[src/rtl/ascii_fmt_packer_pkg.sv]
// Shared types and helpers for the ASCII token formatter.
package ascii_fmt_pkg;

    typedef enum logic [1:0] {
        TOK_NUM     = 2'd0,
        TOK_SPACE   = 2'd1,
        TOK_NEWLINE = 2'd2,
        TOK_RAW     = 2'd3
    } tok_type_t;

    // Mode 3 is an alias of signed decimal.
    typedef enum logic [1:0] {
        MODE_SDEC     = 2'd0,
        MODE_UDEC     = 2'd1,
        MODE_HEX      = 2'd2,
        MODE_SDEC_ALT = 2'd3
    } mode_t;

    localparam logic [7:0] CHAR_SPACE   = 8'h20;
    localparam logic [7:0] CHAR_NEWLINE = 8'h0A;
    localparam logic [7:0] CHAR_MINUS   = 8'h2D;

    typedef enum logic [2:0] {
        S_IDLE   = 3'd0,
        S_CONV   = 3'd1,
        S_PAD    = 3'd2,
        S_SIGN   = 3'd3,
        S_DIGITS = 3'd4,
        S_CHAR   = 3'd5
    } state_t;

    // Decimal digit count of 2^data_w - 1; hex never needs more digits than this.
    function automatic int max_digits(input int data_w);
        logic [63:0] v;
        int          n;
        v = (64'd1 << data_w) - 64'd1;
        n = 0;
        for (int i = 0; i < 20; i++) begin
            if (v != 64'd0) begin
                n++;
                v = v / 64'd10;
            end
        end
        return n;
    endfunction

    // 0-9 -> '0'-'9', 10-15 -> 'A'-'F'.
    function automatic logic [7:0] digit_char(input logic [3:0] d);
        return (d < 4'd10) ? (8'h30 + {4'd0, d}) : (8'h37 + {4'd0, d});
    endfunction

endpackage

[src/rtl/ascii_fmt_packer_if.sv]
// Token-in / char-out handshake bundle for the ASCII formatter.
interface ascii_fmt_packer_if #(
    parameter int DATA_W = 32
);
    logic [DATA_W-1:0] in_data;
    logic [1:0]        in_type;
    logic [1:0]        in_mode;
    logic [4:0]        in_width;
    logic              in_valid;
    logic              in_ready;
    logic [7:0]        ascii_data;
    logic              ascii_valid;
    logic              ascii_ready;

    // Producer of tokens and consumer of characters.
    modport master (
        output in_data, in_type, in_mode, in_width, in_valid, ascii_ready,
        input  in_ready, ascii_data, ascii_valid
    );

    // The formatter itself.
    modport slave (
        input  in_data, in_type, in_mode, in_width, in_valid, ascii_ready,
        output in_ready, ascii_data, ascii_valid
    );
endinterface

[src/rtl/ascii_fmt_packer_tok_fifo.sv]
// Small synchronous show-ahead FIFO holding packed tokens.
module tok_fifo #(
    parameter int W     = 8,
    parameter int DEPTH = 4
) (
    input  logic         clk,
    input  logic         rst_n,
    input  logic         push,
    input  logic         pop,
    input  logic [W-1:0] wdata,
    output logic [W-1:0] rdata,
    output logic         full,
    output logic         empty
);
    localparam int AW = $clog2(DEPTH);

    logic [DEPTH-1:0][W-1:0] mem;
    logic [AW:0]             wr_ptr;
    logic [AW:0]             rd_ptr;
    logic                    do_push;
    logic                    do_pop;

    // A full FIFO refuses a push even if a pop frees a slot this cycle.
    assign do_push = push && !full;
    assign do_pop  = pop && !empty;

    assign empty = (wr_ptr == rd_ptr);
    assign full  = (wr_ptr[AW] != rd_ptr[AW]) && (wr_ptr[AW-1:0] == rd_ptr[AW-1:0]);
    assign rdata = mem[rd_ptr[AW-1:0]];

    // Pointer update; extra MSB distinguishes full from empty.
    always_ff @(posedge clk) begin
        if (!rst_n) begin
            wr_ptr <= '0;
            rd_ptr <= '0;
        end else begin
            if (do_push) wr_ptr <= wr_ptr + 1'b1;
            if (do_pop)  rd_ptr <= rd_ptr + 1'b1;
        end
    end

    // Storage write; contents need no reset since empty gates reads.
    always_ff @(posedge clk) begin
        if (do_push) mem[wr_ptr[AW-1:0]] <= wdata;
    end

endmodule

[src/rtl/ascii_fmt_packer.sv]
// Token stream to ASCII byte stream: numbers are converted LSB first into a
// digit buffer, then emitted as padding, sign and digits MSB first.
module ascii_fmt_packer
    import ascii_fmt_pkg::*;
#(
    parameter int DATA_W     = 32,
    parameter int FIFO_DEPTH = 4,
    parameter int CNT_W      = 32
) (
    input  logic               clk,
    input  logic               rst_n,
    ascii_fmt_packer_if.slave  bus,
    output logic               busy,
    output logic [CNT_W-1:0]   chars_sent
);
    localparam int MAX_DIGITS = max_digits(DATA_W);
    localparam int IDX_W      = $clog2(MAX_DIGITS + 1);
    localparam int TOK_W      = DATA_W + 9;
    localparam logic [DATA_W-1:0] TEN = DATA_W'(10);

    // Token FIFO
    logic [TOK_W-1:0] tok_in;
    logic [TOK_W-1:0] tok_out;
    logic             full;
    logic             empty;
    logic             push;
    logic             pop;

    // FSM state
    state_t                      state;
    logic [DATA_W-1:0]           mag;
    logic                        neg;
    logic                        hex;
    logic [4:0]                  width_r;
    logic [MAX_DIGITS-1:0][3:0]  dbuf;
    logic [IDX_W-1:0]            ndig;
    logic [IDX_W-1:0]            idx;
    logic [4:0]                  pad_cnt;
    logic                        valid_r;
    logic [7:0]                  data_r;

    // Unpacked head token
    logic [DATA_W-1:0] t_data;
    tok_type_t         t_type;
    mode_t             t_mode;
    logic [4:0]        t_width;
    logic              t_neg;

    // Conversion datapath
    logic [3:0]        dig;
    logic [DATA_W-1:0] mag_next;
    logic [IDX_W-1:0]  ndig_next;
    logic [5:0]        field_len;
    logic [5:0]        width6;
    logic [4:0]        pad_first;
    logic              hs;

    assign tok_in = {bus.in_data, bus.in_type, bus.in_mode, bus.in_width};
    assign push   = bus.in_valid && !full;
    assign pop    = (state == S_IDLE) && !empty;

    tok_fifo #(
        .W     (TOK_W),
        .DEPTH (FIFO_DEPTH)
    ) u_fifo (
        .clk   (clk),
        .rst_n (rst_n),
        .push  (push),
        .pop   (pop),
        .wdata (tok_in),
        .rdata (tok_out),
        .full  (full),
        .empty (empty)
    );

    assign t_data  = tok_out[TOK_W-1 -: DATA_W];
    assign t_type  = tok_type_t'(tok_out[8:7]);
    assign t_mode  = mode_t'(tok_out[6:5]);
    assign t_width = tok_out[4:0];
    assign t_neg   = (t_mode != MODE_UDEC) && (t_mode != MODE_HEX) && t_data[DATA_W-1];

    assign dig       = hex ? mag[3:0] : 4'(mag % TEN);
    assign mag_next  = hex ? (mag >> 4) : (mag / TEN);
    assign ndig_next = ndig + IDX_W'(1);

    // Padding is computed while the final digit is produced, so it uses ndig_next.
    assign field_len = 6'(ndig_next) + {5'd0, neg};
    assign width6    = {1'b0, width_r};
    assign pad_first = (width6 > field_len) ? 5'(width6 - field_len) : 5'd0;

    assign hs = valid_r && bus.ascii_ready;

    assign bus.in_ready    = !full;
    assign bus.ascii_valid = valid_r;
    assign bus.ascii_data  = data_r;
    assign busy            = !empty || (state != S_IDLE);

    // Main FSM: pop, convert, then emit one char per handshake with registered outputs.
    always_ff @(posedge clk) begin
        if (!rst_n) begin
            state   <= S_IDLE;
            mag     <= '0;
            neg     <= 1'b0;
            hex     <= 1'b0;
            width_r <= '0;
            dbuf    <= '0;
            ndig    <= '0;
            idx     <= '0;
            pad_cnt <= '0;
            valid_r <= 1'b0;
            data_r  <= '0;
        end else begin
            case (state)
                S_IDLE: begin
                    if (!empty) begin
                        case (t_type)
                            TOK_NUM: begin
                                neg     <= t_neg;
                                mag     <= t_neg ? -t_data : t_data;
                                hex     <= (t_mode == MODE_HEX);
                                width_r <= t_width;
                                ndig    <= '0;
                                state   <= S_CONV;
                            end
                            TOK_SPACE: begin
                                valid_r <= 1'b1;
                                data_r  <= CHAR_SPACE;
                                state   <= S_CHAR;
                            end
                            TOK_NEWLINE: begin
                                valid_r <= 1'b1;
                                data_r  <= CHAR_NEWLINE;
                                state   <= S_CHAR;
                            end
                            default: begin
                                valid_r <= 1'b1;
                                data_r  <= t_data[7:0];
                                state   <= S_CHAR;
                            end
                        endcase
                    end
                end

                S_CONV: begin
                    dbuf[ndig] <= dig;
                    ndig       <= ndig_next;
                    mag        <= mag_next;
                    if (mag_next == '0) begin
                        // idx points at the most significant digit just written.
                        idx     <= ndig;
                        valid_r <= 1'b1;
                        if (pad_first != 5'd0) begin
                            pad_cnt <= pad_first;
                            data_r  <= CHAR_SPACE;
                            state   <= S_PAD;
                        end else if (neg) begin
                            data_r <= CHAR_MINUS;
                            state  <= S_SIGN;
                        end else begin
                            data_r <= digit_char(dig);
                            state  <= S_DIGITS;
                        end
                    end
                end

                S_PAD: begin
                    if (hs) begin
                        if (pad_cnt == 5'd1) begin
                            if (neg) begin
                                data_r <= CHAR_MINUS;
                                state  <= S_SIGN;
                            end else begin
                                data_r <= digit_char(dbuf[idx]);
                                state  <= S_DIGITS;
                            end
                        end else begin
                            pad_cnt <= pad_cnt - 5'd1;
                        end
                    end
                end

                S_SIGN: begin
                    if (hs) begin
                        data_r <= digit_char(dbuf[idx]);
                        state  <= S_DIGITS;
                    end
                end

                S_DIGITS: begin
                    if (hs) begin
                        if (idx == '0) begin
                            valid_r <= 1'b0;
                            data_r  <= '0;
                            state   <= S_IDLE;
                        end else begin
                            idx    <= idx - IDX_W'(1);
                            data_r <= digit_char(dbuf[idx - IDX_W'(1)]);
                        end
                    end
                end

                S_CHAR: begin
                    if (hs) begin
                        valid_r <= 1'b0;
                        data_r  <= '0;
                        state   <= S_IDLE;
                    end
                end

                default: begin
                    valid_r <= 1'b0;
                    data_r  <= '0;
                    state   <= S_IDLE;
                end
            endcase
        end
    end

    // Output handshake counter, wraps naturally.
    always_ff @(posedge clk) begin
        if (!rst_n) chars_sent <= '0;
        else if (hs) chars_sent <= chars_sent + 1'b1;
    end

endmodule

[src/flat_wrapper.sv]
// flat-port wrapper written by rule: the top's interface ports become plain ports
module ascii_fmt_packer_flat import ascii_fmt_pkg::*;
#(
    parameter int DATA_W     = 32,
    parameter int FIFO_DEPTH = 4,
    parameter int CNT_W      = 32
)
  (clk, rst_n, busy, chars_sent, bus_in_data, bus_in_type, bus_in_mode, bus_in_width, bus_in_valid, bus_ascii_ready, bus_in_ready, bus_ascii_data, bus_ascii_valid);
  ascii_fmt_packer_if #(.DATA_W(DATA_W)) bus_i ();
  input  logic clk;
  input  logic rst_n;
  output logic busy;
  output logic [CNT_W-1:0] chars_sent;
  input wire logic [$bits(bus_i.in_data)-1:0] bus_in_data;
  input wire logic [$bits(bus_i.in_type)-1:0] bus_in_type;
  input wire logic [$bits(bus_i.in_mode)-1:0] bus_in_mode;
  input wire logic [$bits(bus_i.in_width)-1:0] bus_in_width;
  input wire logic [$bits(bus_i.in_valid)-1:0] bus_in_valid;
  input wire logic [$bits(bus_i.ascii_ready)-1:0] bus_ascii_ready;
  output wire logic [$bits(bus_i.in_ready)-1:0] bus_in_ready;
  output wire logic [$bits(bus_i.ascii_data)-1:0] bus_ascii_data;
  output wire logic [$bits(bus_i.ascii_valid)-1:0] bus_ascii_valid;
  assign bus_i.in_data = bus_in_data;
  assign bus_i.in_type = bus_in_type;
  assign bus_i.in_mode = bus_in_mode;
  assign bus_i.in_width = bus_in_width;
  assign bus_i.in_valid = bus_in_valid;
  assign bus_i.ascii_ready = bus_ascii_ready;
  assign bus_in_ready = bus_i.in_ready;
  assign bus_ascii_data = bus_i.ascii_data;
  assign bus_ascii_valid = bus_i.ascii_valid;
  ascii_fmt_packer #(.DATA_W(DATA_W), .FIFO_DEPTH(FIFO_DEPTH), .CNT_W(CNT_W)) u_core (.clk(clk), .rst_n(rst_n), .bus(bus_i), .busy(busy), .chars_sent(chars_sent));
endmodule
[config.mk]
export PLATFORM = sky130hd
export DESIGN_NAME = ascii_fmt_packer_flat
export DESIGN_NICKNAME = d
export VERILOG_FILES = /design/src/rtl/ascii_fmt_packer_pkg.sv /design/src/rtl/ascii_fmt_packer_if.sv /design/src/rtl/ascii_fmt_packer_tok_fifo.sv /design/src/rtl/ascii_fmt_packer.sv /design/src/flat_wrapper.sv
export SDC_FILE = /design/constraint.sdc
export NUM_CORES = 1
export LEC_CHECK = 0
export CAP_MARGIN = 0
export CORE_MARGIN = 2
export CORE_UTILIZATION = 45
export CTS_BUF_LIST = sky130_fd_sc_hd__clkbuf_2
export CTS_CLUSTER_SIZE = 30
export DETAILED_ROUTE_END_ITERATION = 16
export PLACE_DENSITY = 0.68
export SETUP_SLACK_MARGIN = 0.4
export SYNTH_ARGS = -nofsm -noshare
export SYNTH_HDL_FRONTEND = slang
export SYNTH_SLANG_ARGS = --single-unit
[constraint.sdc]
create_clock -name clk -period 13.16 [get_ports clk]
set_input_delay 3.29 -clock clk [delete_from_list [all_inputs] [get_ports clk]]
set_output_delay 3.29 -clock clk [all_outputs]
set_load 0.05 [all_outputs]
; ---- Word-level counts from Yosys, hierarchy flattened
; Index checks and enable logic that the tools add are counted.
[totals]
register_bits = 306
input_bits = 45
elab_cells = 180
[classes]
n_addsub = 15
n_div = 2
order_cmp = 11
n_eq_ne = 27
n_mux = 66
bitwise_logic = 2
reduce_logical = 30
[ops]
columns = cell, count
row1 = $bwmux W164, 1
row2 = $mux W32, 4
row3 = $mux W8, 14
row4 = $bmux W41 S2, 1
row5 = $demux W41 S2, 1
row6 = $mux W41, 2
row7 = $pmux W32 S2, 1
row8 = $pmux W8 S6, 1
row9 = $add A6 B4 Y7 const A, 6
row10 = $bwmux W40, 1
row11 = $mux W4, 9
row12 = $mux W3, 11
row13 = $add A32 B1 Y32 const B, 1
row14 = $bmux W4 S4, 2
row15 = $div A32 B4 Y32 const B, 1
row16 = $logic_not A32 Y1, 1
row17 = $mod A32 B4 Y32 const B, 1
row18 = $neg A32 Y32, 1
row19 = $mux W5, 5
row20 = $pmux W8 S3, 1
row21 = $ne A2 B1 Y1 const B, 9
row22 = $pmux W3 S6, 1
row23 = $demux W4 S4, 1
row24 = $pmux W4 S2, 2
row25 = other kinds (41), 75

; ---- Logic depth before layout (Yosys ltp)
[logic_depth]
depth_word = 9
mapped_depth = 52

; ---- Hierarchy
; A second synthesis with hierarchy kept.
[hier_totals]
hier_cells = 2222
area_unflattened_um2 = 20374.5
[by_module_without_submodules]
columns = module, instances, cells_each, area_each_um2, seq_area_each_um2
row1 = ascii_fmt_packer, 1, 1939, 13913.3, 2722.6
row2 = tok_fifo, 1, 283, 6461.2, 5044.8

; ---- Worst setup path after synthesis
; Ideal clock, no wire load.
[synth_timing]
kind = reg-to-reg
from = register u_core.mag[29]
to = register u_core.data_r[1], in the netlist u_core.bus.ascii_data[1]
t_arrival_ps = 10583
slack_ps = 2507
stages_incl_launch_ff = 48
synth_period_minus_slack_ps = 10653
cell_sequence = dfxtp_1 buf_4 or3b_1 o32ai_2 a21oi_2 and2_1 a311o_1 and3_1 o31a_1 and3_1 a211o_1 or4_1 buf_2 a2111oi_0 or3_1 buf_4 mux2_2 o211ai_4 (+12 left out) a21o_1 a21oi_2 buf_2 mux2i_1 a21oi_1 o41ai_2 buf_2 a41oi_1 o211ai_1 nand2b_1 or3_1 a21oi_1 a2bb2oi_1 inv_1 ha_1 a221oi_1 o311ai_1 a21boi_1
[synth_between]
elab_chain_cells = 8
word_cells_on_any_way = 15
cone_classes = add/sub (2) / div (2) / order compare (1) / eq/ne (1) / mux (7) / reduce/logical (2)
[synth_lines]
columns = item, line_no
row1 = "start, declared", ascii_fmt_packer.sv:31  ; logic [DATA_W-1:0] mag;
row2 = "start signal, assigned", ascii_fmt_packer.sv:119  ; mag <= t_neg ? -t_data : t_data;
row3 = "start signal, assigned", ascii_fmt_packer.sv:147  ; mag <= mag_next;
row4 = $mod A32 B4 Y32, ascii_fmt_packer.sv:82  ; assign dig = hex ? mag[3:0] : 4'(mag % TEN);
row5 = $mux W4, ascii_fmt_packer.sv:82
row6 = $add A6 B4 Y7 / $lt A4 B4 Y1 (equally long branches), ascii_fmt_packer_pkg.sv:49  ; return (d < 4'd10) ? (8'h30 + {4'd0, d}) : (8'h37 + {4'd0, d});
row7 = $mux W8, ascii_fmt_packer_pkg.sv:49
row8 = $mux W8, ascii_fmt_packer.sv:156  ; end else if (neg) begin
row9 = $mux W8, ascii_fmt_packer.sv:152  ; if (pad_first != 5'd0) begin
row10 = $mux W8, ascii_fmt_packer.sv:148  ; if (mag_next == '0) begin
row11 = $pmux W8 S6, ascii_fmt_packer.sv:113  ; case (state)
row12 = "end signal, assigned", ascii_fmt_packer.sv:137  ; data_r <= t_data[7:0];
row13 = "end signal, assigned", ascii_fmt_packer.sv:160  ; data_r <= digit_char(dig);
row14 = "end signal, assigned", ascii_fmt_packer.sv:173  ; data_r <= digit_char(dbuf[idx]);
row15 = "end, declared", ascii_fmt_packer.sv:40  ; logic [7:0] data_r;
; Several ways; a longest one is shown, not always the timed one. The select of a mux whose other input is x is not followed.
; A chain may end at the register's enable or synchronous reset.

; ---- Worst setup path in the final report
[layout_timing]
from = register u_core.mag[28]
to = register u_core.data_r[4], in the netlist u_core.bus.ascii_data[4]
; Same word-level chain as after synthesis.

==> impl.org <==
** Outcome
- The run finished with clean final reports.

** Synthesis
- Of the total synthesized cell area, the portion taken by XOR and XNOR cells is 3.96%.
- Multiplexer share of the synthesized area :: 9.35%
- The mapped netlist covers 0.0206 mm2.
- Counting flops with an async set or reset pin after synthesis yields a share of 0%.
- Post-Synth Adder-Cell Area :: 1.90%
- Summing the areas of all compound-gate instances in the mapped netlist gives 21.9% of the synthesized area.
- Post-synthesis sequential area ratio :: 37.7%
- Synthesis instantiated 123 different standard cells from the library.
- Counting flops with a built-in enable in the synthesized netlist gives 164.
- The number of nets in the synthesized netlist is 2,305.
- Synthesized-area fraction occupied by and/or/nand/nor cells :: 20.6%
- Number of warnings reported in the yosys synthesis log :: 0
- Largest family of logic cells by synthesized area :: compound AO/OA/AOI/OAI gates
- Synthesis produced 2,231 cells.
- Total of flip-flops plus latches after synthesis :: 306
- Commonest register cell after synthesis :: sky130_fd_sc_hd__edfxtp_1
- Each instance of the synthesized netlist takes up on average 9.23 um2.

** Timing
- Fmax :: 83.0 MHz
- Slew @ Worst Pin :: 1.30 ns
- RSZ-0062 raised after global routing :: no
- In this run the tightest slew margin relative to its limit is 13.1%.
- The clock period could shrink to 12.05 ns.
- Final max-slew violation count :: 0
- Between clock sinks in the finished design, the worst skew comes to 0.0961 ns.
- After layout, the worst path uses 91.6% of the clock period.
- Setup Viol. Count Final :: 0
- Endpoints failing hold :: 0
- Setup TNS Final :: 0 ns

** Floorplanning
- After floorplanning, the core was divided into 78 placement rows.
- In this run the horizontal extent of the chip is 218 um.
- I/O pin total :: 88
- The die covers 0.0475 mm2.
- For this configuration, the core starts out at a cell density of 45.5%.
- Area of the core region :: 0.0453 mm2
- Chip Height :: 218 um

** Finish
- Area of all sequential standard cells :: 0.00779 mm2
- Area occupied by multi-input gates :: 0.0121 mm2
- After the last flow step, the layout net total stands at 2,357.
- Fill cells :: 4,269
- Cells with a size suffix above 1 make up 15.3% of the layout.
- Synth-to-Final Area Change :: 11.3%

** Worst setup path
- Biggest cell delay along the critical path :: 0.67 ns
- Arrival time reported for the critical path endpoint :: 12.81 ns
- Of all nets on the critical path, the largest fanout is 19.
- CP endpoint kind :: flip-flop
- Worst setup path category :: flip-flop to flip-flop
- For the worst setup path, the data required time is 13.92 ns.
- Critical Path Source Type :: flip-flop
- The slowest stage of the critical path is the sky130_fd_sc_hd__or4_1 cell.

** Clock tree
- The clock drives 306 sinks.
- Maximum buffer depth of the clock tree :: 3
- TritonCTS created 76 clock buffers.
- CTS tree :: yes
- After clock tree synthesis, the clock-pin slew on the worst setup and hold paths is 0.10 ns.
- The number of hold buffers added after CTS was 0.
- The tree is rooted in a sky130_fd_sc_hd__clkbuf_2.
- CTS HTree Levels :: 3
- For the worst-skew pair, the clock arrives at the later sink with an insertion delay of 0.90 ns.

** Placement
- The wire-length estimate of the detail-placed layout is 39,200 um.
- Buffers placed on the I/O ports in this run total 87.
- At the end of routability-driven placement, the weighted congestion stood at 0.901.

** Detailed routing
- Wire length on met3 :: 3900 um
- Dividing the detail-routed wire length by the instance count gives 19.3 um.
- Routed signal wires occupy layers up through met5.
- Via count :: 18,100
- Detailed-routed wire length on met2 :: 26,700 um
- Once detail routing completed, the nets flagged for antenna violations numbered 0.
- For this run, design rule violations remaining after detail routing come to 0.
- The first TritonRoute pass finished after 5 iterations.
- Aggregate routed wire length :: 57,100 um
- Metal1 wirelength :: 25,300 um
- In the routed layout, each cell is associated on average with a via count of 6.14.
- For this block, the initial DRC count from the detailed router was 1,581.

** Global routing
- Via count of the first global-routing pass :: 17,200
- Total routing usage reported by global routing :: 23.5%
- Global routing finished with a remaining overflow of 0.
- The number of antenna violations at the first check in global routing came to 10.
- The first global-routing pass estimated 90,900 um of wire.
- Largest net degree at the start of global routing :: 77

** Min path
- In this run the worst hold path is classified as flip-flop to flip-flop.

** Job
- The tool flagged a number of max-cap violations equal to 0.
layout by cell type (no fill, tap or decap), types with 18 or more instances in the layout:
cell and instances:
sky130_fd_sc_hd__a21boi_0 49, sky130_fd_sc_hd__a21oi_1 113, sky130_fd_sc_hd__a221oi_1 18, sky130_fd_sc_hd__a31oi_1 30, sky130_fd_sc_hd__and2_1 80, sky130_fd_sc_hd__and3_1 23, sky130_fd_sc_hd__buf_4 50, sky130_fd_sc_hd__clkbuf_2 111
sky130_fd_sc_hd__clkdlybuf4s50_1 86, sky130_fd_sc_hd__clkinv_1 27, sky130_fd_sc_hd__dfxtp_1 135, sky130_fd_sc_hd__edfxtp_1 164, sky130_fd_sc_hd__ha_1 28, sky130_fd_sc_hd__inv_1 55, sky130_fd_sc_hd__mux2_2 20, sky130_fd_sc_hd__mux2i_1 34
sky130_fd_sc_hd__mux4_2 57, sky130_fd_sc_hd__nand2_1 228, sky130_fd_sc_hd__nand2b_1 20, sky130_fd_sc_hd__nand3_1 94, sky130_fd_sc_hd__nand4_1 23, sky130_fd_sc_hd__nor2_1 134, sky130_fd_sc_hd__nor2b_1 38, sky130_fd_sc_hd__nor3_1 65
sky130_fd_sc_hd__o211ai_1 21, sky130_fd_sc_hd__o21ai_0 115, sky130_fd_sc_hd__o31ai_1 20, sky130_fd_sc_hd__or3_1 29, sky130_fd_sc_hd__xnor2_1 63, sky130_fd_sc_hd__xor2_1 29
worst max-delay path, delay by kind of cell (launching register included):
family	cells	cell delay, ns
muxes	4	1.23
and+or+nand+nor	17	3.86
buffers and inverters	2	0.51
DFF	1	0.50
AOI/OAI and AO/OA	18	5.84
timing repair:
| item | in CTS | in global routing |
|---|---|---|
| endpoints found under the setup margin | 4 | 52 |
| cloned | 0 | 2 |
| buffers inserted | 0 | 10 |
| gates resized for setup | 4 | 41 |
| pin swaps | 0 | 8 |
registers in the layout, summed over array words and instances, names as in the netlist:
| register | count |
|---|---|
| u_core.bus.ascii_data | 8 |
| u_core.bus.ascii_valid | 1 |
| u_core.chars_sent | 32 |
| u_core.dbuf | 40 |
| u_core.hex | 1 |
| u_core.idx | 4 |
| u_core.mag | 32 |
| u_core.ndig | 4 |
| u_core.neg | 1 |
| u_core.pad_cnt | 5 |
| u_core.state | 3 |
| u_core.u_fifo.mem | 164 |
| u_core.u_fifo.rd_ptr | 3 |
| u_core.u_fifo.wr_ptr | 3 |
| u_core.width_r | 5 |
cells in the mapped netlist (9+ instances only):
cell                        instances  area [um2]
sky130_fd_sc_hd__mux4_2            57        1280
sky130_fd_sc_hd__inv_1             55         206
sky130_fd_sc_hd__o2111ai_1         12         105
sky130_fd_sc_hd__nor2_1           136         510
sky130_fd_sc_hd__dfxtp_1          142        2840
sky130_fd_sc_hd__nor2b_1           40         250
sky130_fd_sc_hd__nand3_1           94         470
sky130_fd_sc_hd__a22oi_1           16         120
sky130_fd_sc_hd__o211ai_1          21         158
sky130_fd_sc_hd__o21ai_1           16        80.1
sky130_fd_sc_hd__a21boi_0          49         368
sky130_fd_sc_hd__edfxtp_1         164        4920
sky130_fd_sc_hd__a221oi_1          19         166
sky130_fd_sc_hd__nor3_1            66         330
sky130_fd_sc_hd__nor4_1            10        62.6
sky130_fd_sc_hd__o221ai_1          12         105
sky130_fd_sc_hd__and3_1            27         169
sky130_fd_sc_hd__nor3b_1           13        97.6
sky130_fd_sc_hd__buf_4              9        67.6
sky130_fd_sc_hd__clkinv_1           9        33.8
sky130_fd_sc_hd__xor2_1            30         263
sky130_fd_sc_hd__or3_1             30         188
sky130_fd_sc_hd__mux2_2            20         225
sky130_fd_sc_hd__and2_1            81         507
sky130_fd_sc_hd__mux2i_1           35         350
sky130_fd_sc_hd__a211oi_1          18         135
sky130_fd_sc_hd__xnor2_1           63         552
sky130_fd_sc_hd__o31ai_1           20         150
sky130_fd_sc_hd__a211o_1           11        96.3
sky130_fd_sc_hd__a21boi_1          10        75.1
sky130_fd_sc_hd__nand2_1          228         856
sky130_fd_sc_hd__o21ai_0          115         576
sky130_fd_sc_hd__o22ai_1           13        81.3
sky130_fd_sc_hd__buf_2             26         130
sky130_fd_sc_hd__ha_1              28         350
sky130_fd_sc_hd__buf_1             14        52.6
sky130_fd_sc_hd__a21oi_1          114         571
sky130_fd_sc_hd__clkbuf_1         113         424
sky130_fd_sc_hd__a31oi_1           30         188
sky130_fd_sc_hd__nand2b_1          20         125
sky130_fd_sc_hd__nand4_1           23         144
metal layers:
metal  global-route usage [%]  vias up
li1                         -     8592
met1                     31.8     8761
met5                        0        -
met4                     6.53        4
met2                     38.5      663
met3                     4.34       94
through the flow:
step,instances,hold WS (ns),util (%),setup slack (ns),instance area [um2]
floorplan,2231,0.442,-,2.51,20600
global placement,2793,0.446,48.2,0.681,21800
finish,2951,0.460,50.6,1.11,22900
detailed placement,2793,0.447,48.2,0.374,21800
global route,2947,0.499,50.6,0.348,22900
CTS,2932,0.464,49.9,0.454,22600
path summary, 6_finish.rpt:
path | end | startpoint | slack, ns | cells past startpoint
max | u_core.bus.ascii_data[4]$_SDFFE_PN0P_ | u_core.mag[28]$_SDFFE_PN0P_ | 1.11 | 41
min | u_core.bus.ascii_data[5]$_SDFFE_PN0P_ | u_core.bus.ascii_data[5]$_SDFFE_PN0P_ | 0.46 | 2
max reg2reg | u_core.bus.ascii_data[4]$_SDFFE_PN0P_ | u_core.mag[28]$_SDFFE_PN0P_ | 1.11 | 41
min reg2reg | u_core.bus.ascii_data[5]$_SDFFE_PN0P_ | u_core.bus.ascii_data[5]$_SDFFE_PN0P_ | 0.46 | 2
cells by family (layout without fill, tap and decap cells):
| family | after synthesis | count (layout) |
|---|---|---|
| fa+ha+maj | 31 | 31 |
| buf+inv | 232 | 343 |
| mux | 116 | 116 |
| other cells | 0 | 7 |
| simple gates | 828 | 828 |
| compound gates | 625 | 627 |
| xor+xnor | 93 | 93 |
| flops | 306 | 306 |
cell type report:
class | count | area share (%)
Tap cell | 600 | 3.28
Inverter | 68 | 1.11
Clock buffer | 111 | 2.42
Multi-Input combinational cell | 1695 | 53.0
Timing Repair Buffer | 136 | 5.39
Antenna cell | 7 | 0.0764
Clock inverter | 28 | 0.759
Sequential cell | 306 | 34.0
Power is left out: the tool's default activity adds up to more than one toggle a clock period on the data nets, which glitch-free logic cannot reach.
